[config.mk]
export PLATFORM = sky130hd
export DESIGN_NAME = decode_ctrl
export DESIGN_NICKNAME = d
export VERILOG_FILES = /design/src/rtl/rv32i_pkg.sv /design/src/rtl/decode_lut.sv /design/src/rtl/decode_ctrl.sv
export SDC_FILE = /design/constraint.sdc
export NUM_CORES = 1
export LEC_CHECK = 0
export CORE_UTILIZATION = 52
export CTS_BUF_LIST = sky130_fd_sc_hd__clkbuf_8
export DETAILED_ROUTE_END_ITERATION = 6
export PLACE_DENSITY_LB_ADDON = 0.2
export SYNTH_ARGS = -nofsm -noshare
export SYNTH_HDL_FRONTEND = slang
export SYNTH_SLANG_ARGS = --single-unit
export TNS_END_PERCENT = 20
[constraint.sdc]
create_clock -name i_clk -period 2.2 [get_ports i_clk]
set_clock_uncertainty 0.2 [all_clocks]
set_input_delay 0.33 -clock i_clk [delete_from_list [all_inputs] [get_ports i_clk]]
set_output_delay 0.33 -clock i_clk [all_outputs]
set_load 0.01 [all_outputs]
[src/rtl/rv32i_pkg.sv]
// RV32I decode definitions shared by the decode stage: opcodes, immediate
// format codes and the per-instruction decode record.
package rv32i_pkg;

    localparam int unsigned OPC_W = 7;
    localparam int unsigned REG_W = 5;
    localparam int unsigned IMM_W = 3;

    localparam logic [OPC_W-1:0] OPC_LUI    = 7'b0110111;
    localparam logic [OPC_W-1:0] OPC_AUIPC  = 7'b0010111;
    localparam logic [OPC_W-1:0] OPC_JAL    = 7'b1101111;
    localparam logic [OPC_W-1:0] OPC_JALR   = 7'b1100111;
    localparam logic [OPC_W-1:0] OPC_BRANCH = 7'b1100011;
    localparam logic [OPC_W-1:0] OPC_LOAD   = 7'b0000011;
    localparam logic [OPC_W-1:0] OPC_STORE  = 7'b0100011;
    localparam logic [OPC_W-1:0] OPC_OPIMM  = 7'b0010011;
    localparam logic [OPC_W-1:0] OPC_OP     = 7'b0110011;
    localparam logic [OPC_W-1:0] OPC_FENCE  = 7'b0001111;
    localparam logic [OPC_W-1:0] OPC_SYSTEM = 7'b1110011;

    typedef enum logic [IMM_W-1:0] {
        IMM_I  = 3'b000,
        IMM_IU = 3'b001,
        IMM_S  = 3'b010,
        IMM_B  = 3'b011,
        IMM_U  = 3'b100,
        IMM_J  = 3'b101
    } imm_sel_e;

    typedef struct packed {
        imm_sel_e         imm_sel;
        logic [REG_W-1:0] rd;
        logic [REG_W-1:0] rs1;
        logic [REG_W-1:0] rs2;
        logic             rs1_used;
        logic             rs2_used;
        logic             rd_we;
        logic             illegal;
    } decode_t;

endpackage

[src/rtl/decode_lut.sv]
// Combinational RV32I opcode classifier: immediate format, register indices,
// operand-use / writeback flags and illegal detection.
module decode_lut
    import rv32i_pkg::*;
(
    input  logic [24:0] i_inst,
    output decode_t     o_dec_c
);

    logic [OPC_W-1:0] w_opc;
    logic [2:0]       w_funct3;
    logic             w_rd_nz;

    assign w_opc    = i_inst[6:0];
    assign w_funct3 = i_inst[14:12];
    assign w_rd_nz  = |i_inst[11:7];

    always_comb begin
        o_dec_c         = '0;
        o_dec_c.imm_sel = IMM_I;
        o_dec_c.rd      = i_inst[11:7];
        o_dec_c.rs1     = i_inst[19:15];
        o_dec_c.rs2     = i_inst[24:20];
        case (w_opc)
            OPC_LUI, OPC_AUIPC: begin
                o_dec_c.imm_sel = IMM_U;
                o_dec_c.rd_we   = w_rd_nz;
            end
            OPC_JAL: begin
                o_dec_c.imm_sel = IMM_J;
                o_dec_c.rd_we   = w_rd_nz;
            end
            OPC_JALR, OPC_LOAD: begin
                o_dec_c.rs1_used = 1'b1;
                o_dec_c.rd_we    = w_rd_nz;
            end
            OPC_OPIMM: begin
                // shift-immediates carry shamt/funct7 instead of a 12-bit immediate
                if (w_funct3 == 3'b001 || w_funct3 == 3'b101) begin
                    o_dec_c.imm_sel = IMM_IU;
                end
                o_dec_c.rs1_used = 1'b1;
                o_dec_c.rd_we    = w_rd_nz;
            end
            OPC_STORE: begin
                o_dec_c.imm_sel  = IMM_S;
                o_dec_c.rs1_used = 1'b1;
                o_dec_c.rs2_used = 1'b1;
            end
            OPC_BRANCH: begin
                o_dec_c.imm_sel  = IMM_B;
                o_dec_c.rs1_used = 1'b1;
                o_dec_c.rs2_used = 1'b1;
            end
            OPC_OP: begin
                o_dec_c.rs1_used = 1'b1;
                o_dec_c.rs2_used = 1'b1;
                o_dec_c.rd_we    = w_rd_nz;
            end
            OPC_FENCE, OPC_SYSTEM: begin
                o_dec_c.imm_sel = IMM_I;
            end
            default: begin
                o_dec_c.illegal = 1'b1;
            end
        endcase
    end

endmodule

[src/rtl/decode_ctrl.sv]
// Decode-stage controller: classifies fetched instructions and registers them
// through a two-entry skid buffer toward execute.
module decode_ctrl
    import rv32i_pkg::*;
#(
    parameter int unsigned XLEN          = 32,
    parameter bit          FLUSH_PC_KEEP = 1'b0
) (
    input  logic              i_clk,
    input  logic              i_rst_n,
    input  logic              i_valid,
    output logic              o_ready,
    input  logic [XLEN-1:0]   i_inst,
    input  logic [XLEN-1:0]   i_pc,
    input  logic              i_flush,
    output logic              o_valid,
    input  logic              i_ready,
    output logic [XLEN-1:0]   o_inst,
    output logic [XLEN-1:0]   o_pc,
    output logic [IMM_W-1:0]  o_ImmSel,
    output logic [REG_W-1:0]  o_rd,
    output logic [REG_W-1:0]  o_rs1,
    output logic [REG_W-1:0]  o_rs2,
    output logic              o_rs1_used,
    output logic              o_rs2_used,
    output logic              o_rd_we,
    output logic              o_illegal
);

    decode_t         w_in_dec;

    logic            r_main_valid, w_main_valid_nxt;
    logic [XLEN-1:0] r_main_inst,  w_main_inst_nxt;
    logic [XLEN-1:0] r_main_pc,    w_main_pc_nxt;
    decode_t         r_main_dec,   w_main_dec_nxt;
    logic            r_skid_valid, w_skid_valid_nxt;
    logic [XLEN-1:0] r_skid_inst,  w_skid_inst_nxt;
    logic [XLEN-1:0] r_skid_pc,    w_skid_pc_nxt;
    decode_t         r_skid_dec,   w_skid_dec_nxt;
    logic            r_ready,      w_ready_nxt;

    logic            w_accept;
    logic            w_main_load;

    decode_lut u_decode_lut (
        .i_inst  (i_inst[24:0]),
        .o_dec_c (w_in_dec)
    );

    assign w_accept    = i_valid && r_ready;
    assign w_main_load = !r_main_valid || i_ready;

    // Next-state for both entries; flush overrides any load or accept.
    always_comb begin
        w_main_valid_nxt = r_main_valid;
        w_main_inst_nxt  = r_main_inst;
        w_main_pc_nxt    = r_main_pc;
        w_main_dec_nxt   = r_main_dec;
        w_skid_valid_nxt = r_skid_valid;
        w_skid_inst_nxt  = r_skid_inst;
        w_skid_pc_nxt    = r_skid_pc;
        w_skid_dec_nxt   = r_skid_dec;
        if (i_flush) begin
            w_main_valid_nxt = 1'b0;
            w_main_inst_nxt  = '0;
            w_main_pc_nxt    = FLUSH_PC_KEEP ? r_main_pc : '0;
            w_main_dec_nxt   = '0;
            w_skid_valid_nxt = 1'b0;
        end else if (w_main_load) begin
            if (r_skid_valid) begin
                w_main_valid_nxt = 1'b1;
                w_main_inst_nxt  = r_skid_inst;
                w_main_pc_nxt    = r_skid_pc;
                w_main_dec_nxt   = r_skid_dec;
                w_skid_valid_nxt = 1'b0;
            end else begin
                w_main_valid_nxt = w_accept;
                if (w_accept) begin
                    w_main_inst_nxt = i_inst;
                    w_main_pc_nxt   = i_pc;
                    w_main_dec_nxt  = w_in_dec;
                end
            end
        end else if (w_accept) begin
            w_skid_valid_nxt = 1'b1;
            w_skid_inst_nxt  = i_inst;
            w_skid_pc_nxt    = i_pc;
            w_skid_dec_nxt   = w_in_dec;
        end
        w_ready_nxt = !w_skid_valid_nxt;
    end

    always_ff @(posedge i_clk or negedge i_rst_n) begin
        if (!i_rst_n) begin
            r_main_valid <= 1'b0;
            r_main_inst  <= '0;
            r_main_pc    <= '0;
            r_main_dec   <= '0;
            r_skid_valid <= 1'b0;
            r_skid_inst  <= '0;
            r_skid_pc    <= '0;
            r_skid_dec   <= '0;
            r_ready      <= 1'b0;
        end else begin
            r_main_valid <= w_main_valid_nxt;
            r_main_inst  <= w_main_inst_nxt;
            r_main_pc    <= w_main_pc_nxt;
            r_main_dec   <= w_main_dec_nxt;
            r_skid_valid <= w_skid_valid_nxt;
            r_skid_inst  <= w_skid_inst_nxt;
            r_skid_pc    <= w_skid_pc_nxt;
            r_skid_dec   <= w_skid_dec_nxt;
            r_ready      <= w_ready_nxt;
        end
    end

    assign o_ready    = r_ready;
    assign o_valid    = r_main_valid;
    assign o_inst     = r_main_inst;
    assign o_pc       = r_main_pc;
    assign o_ImmSel   = r_main_dec.imm_sel;
    assign o_rd       = r_main_dec.rd;
    assign o_rs1      = r_main_dec.rs1;
    assign o_rs2      = r_main_dec.rs2;
    assign o_rs1_used = r_main_dec.rs1_used;
    assign o_rs2_used = r_main_dec.rs2_used;
    assign o_rd_we    = r_main_dec.rd_we;
    assign o_illegal  = r_main_dec.illegal;

endmodule
==> summary.md <==
| Metric | Value |
|---|---|
| Status | `complete, no violations` |
| Crit path max fanout | `4` |
| Pin count of the biggest net entering global routing | `53` |
| Final min period | `1.958 ns` |
| CP Launch Type | `flop` |
| Clock Sinks | `between 100 and 150` |
| Syn Nets | `~750` |
| Final cell area excluding filler cells | `8756 um2` |
| CORE AREA | `12,160 um2` |
| Critical Path AT | `1.43 ns` |
| Max Cap Viol | `0` |
| DRT Wirelength | `15,270 um` |
| Max clock buf depth | `2` |
| Synth Area in Adders | `0` |
| Register area | `3632 um2` |
| Layout cells sized above 1 | `0.09266` |
| Vias in the first global route | `5,260` |
| Async SR Flop Fraction | `1.000` |
| Final Cycle Share | `0.8899` |
| DPL Wire Length | `10,430 um` |
| Met3 Use GR | `0.05929` |
| Power Density | `approximately 730 nW/um2` |
| Total vias in the final route | `5,275` |
| CP cell instances | `clkdlybuf4s50_1` |
| Main combinational cell family by area after synthesis | `simple AND/OR/NAND/NOR gates` |
| Netlist cell types | `45` |
| Post-synth EDFFs | `0` |
| Total track usage | `0.2515` |
| Final Hold Vio Count | `0` |
| Final Setup Violations | `0` |
| Drt first pass iters | `4` |
| Gr ovfl total | `0` |
| F_max | `0.5108 GHz` |
| Worst EP required | `1.67 ns` |
| Area occupied by multi-input gates | `around 2600 um2` |
| Clock root buffer master | `clkbuf_8` |
| Synth Warn # | `0` |
| Avg Cell Area, Syn | `9.734 um2` |
| Final setup TNS | `0 ns` |
| IO buf count | `156` |
| Slowest-stage cell, CP | `clkdlybuf4s50_1` |
| RSZ-0062 raised after global routing | `no` |
| Multiplexer share of the synthesized area | `0.09907` |
| XOR/XNOR share of the synthesized area | `0` |
| Post-CTS Setup Repair Bufs | `0` |
| Area grow syn2layout | `33.07%` |
| Slew Limit Headroom | `0.5920` |
| Hold/Removal Path Class | `in -> reg` |
| Global Route met2 Usage | `0.4194` |
| GRT Max-Usage Layer | `met2` |
| Grt met1 use | `0.3152` |
| Setup WS pre-CTS | `-0.05910 ns` |
| Worst-path clk slew | `about 0.080 ns` |
| Critical path class | `reg -> out` |
| CP top delay family | `buffers and inverters` |
| Slowest stage delay, CP | `0.59 ns` |
| Fillers | `898` |
| First-pass GRT wire length | `between 20,000 and 30,000 um` |
| Post-DP Area | `8386 um2` |
| Cell count after synthesis | `676` |
| Placer Congestion | `a little over 0.8` |
| Initial antenna violation count | `1` |
| Final-report max-slew violation count | `0` |
| CP endpoint kind | `output pin` |
| Sequential share of the synthesized area | `0.5514` |
| Crit path buf inv count | `1` |
| Initial Util | `0.5410` |
| Worst Max-Slew Pin Slew | `0.6120 ns` |
| Worst VDD drop | `0.0004637 V` |
| ANT nets after route | `0` |
| Clk_lat worst skew | `0.45 ns` |
| Cts repair resizes | `0` |
| Row cnt | `40` |
| Ys flop type | `dfrtp_1` |
| Vias per cell | `about 5.3` |
| CTS tree | `done` |
| H-tree Lvls | `4` |
| # DRC | `0` |
| Post-route setup slack | `0.2422 ns` |
| CTS Buf Count | `17` |
| Die width | `114.5 um` |
| Post-Synthesis Cell Area | `6580 um2` |
| Leakage | `about 3.9 nW` |
| Routed WL per cell | `15.27 um` |
| Die Height | `114.5 um` |
| Post-Synth Simple-Gate Area | `0.1797` |
| #FFs+latches synth | `approximately 150` |
| Compound-Gate Fraction of Synth Area | `0.1126` |
| Fin nets | `between 800 and 900` |
| Final total power | `6.417 mW` |
| Iteration-0 DRC Markers | `291` |
| IO Pins | `157` |
| DIE AREA | `~13,000 um2` |
-- per-stage QoR --
step | hold slack, ns | util | std cells
floorplan | -0.1656 | - | 676
global placement | 0.08538 | 0.6895 | 966
detailed placement | 0.08335 | 0.6895 | 966
CTS | 0.08321 | 0.7198 | 999
global route | 0.1304 | 0.7198 | 999
finish | 0.1045 | 0.7200 | 1000
-- metal layers --
metal / up-vias / routed length [um]
li1: 2552 / -
met1: 2546 / 6699
met2: 147 / 7442
met3: 30 / 791
met4: 0 / 331
met5: - / 0
-- worst paths after layout --
| path | from | to | slack [ns] | depth (start not counted) |
|---|---|---|---|---|
| worst max register to register | o_ready$_DFF_PN0_ | r_skid_dec[20]$_DFFE_PN0P_ | 0.36 | 4 |
| worst max-delay path | o_ImmSel[0]$_DFFE_PN0P_ | o_ImmSel[0] | 0.24 | 1 |
| max in group asynchronous | i_rst_n | r_skid_pc[13]$_DFFE_PN0P_ | 0.99 | 3 |
| worst min-delay path | i_flush | r_skid_dec[3]$_DFFE_PN0P_ | 0.10 | 3 |
| worst min register to register | r_skid_pc[8]$_DFFE_PN0P_ | r_skid_pc[8]$_DFFE_PN0P_ | 0.27 | 2 |
| min in group asynchronous | i_rst_n | o_inst[7]$_DFFE_PN0P_ | 0.18 | 2 |
-- timing repair --
item	CTS	global route
endpoints found under the setup margin	0	0
hold buffers	1	0
endpoints found under the hold margin	42	0
-- flip-flops by register name, indices dropped and copies added (netlist names), 3 cells and up --
signal,flops
o_inst,32
o_pc,32
r_skid_inst,32
r_skid_pc,32
r_skid_dec,7
o_ImmSel,3
-- cells by family after synthesis --
| logic type | Yosys count |
|---|---|
| buffers and inverters | 72 |
| flip-flops | 145 |
| AO/OA/AOI/OAI | 95 |
| AND/OR/NAND/NOR | 299 |
| multiplexers | 65 |
-- cells in the mapped netlist (2+ instances only) --
master	instances	area, um2
a211oi_1	64	480.5
a21oi_1	2	10.01
a22oi_1	2	15.01
a311oi_2	2	30.03
buf_2	22	110.1
buf_4	19	142.6
clkbuf_1	25	93.84
dfrtp_1	145	3628
inv_1	4	15.01
mux2i_1	64	640.6
nand2_1	207	777.0
nand4_1	2	12.51
nor2_1	75	281.5
nor2b_1	2	12.51
nor3_1	2	10.01
o211a_1	2	20.02
o211ai_1	4	30.03
o21ai_0	4	20.02
o31ai_1	2	15.01
or3_1	2	12.51
-- area by class of cell --
| class | instances | share of cell area |
|---|---|---|
| diodes | 1 | 0.0002858 |
| flip-flops and latches | 145 | 0.4148 |
| well taps | 168 | 0.02401 |
| clock inverters | 13 | 0.01100 |
| multi-input cells | 459 | 0.2958 |
| inverters | 4 | 0.001715 |
| repair buffers | 191 | 0.2225 |
| clock buffers | 19 | 0.02987 |
-- layout by cell type, fill, tap and decap left out, types with 4 or more instances in the layout --
master	n
nand2_1	207
clkdlybuf4s50_1	154
dfrtp_1	144
nor2_1	75
mux2i_1	64
a211oi_1	64
buf_4	24
clkbuf_8	19
buf_12	10
clkinv_2	7
inv_1	6
o21ai_0	4
o211ai_1	4
-- power breakdown --
part | leakage, nW | switching, mW | internal [mW]
clock network | 0.193 | 0.966 | 0.930
logic | 1.86 | 0.601 | 0.643
registers | 1.87 | 0.223 | 3.05
total | 3.92 | 1.79 | 4.63
No activity file was read; power rests on OpenSTA's default activity.
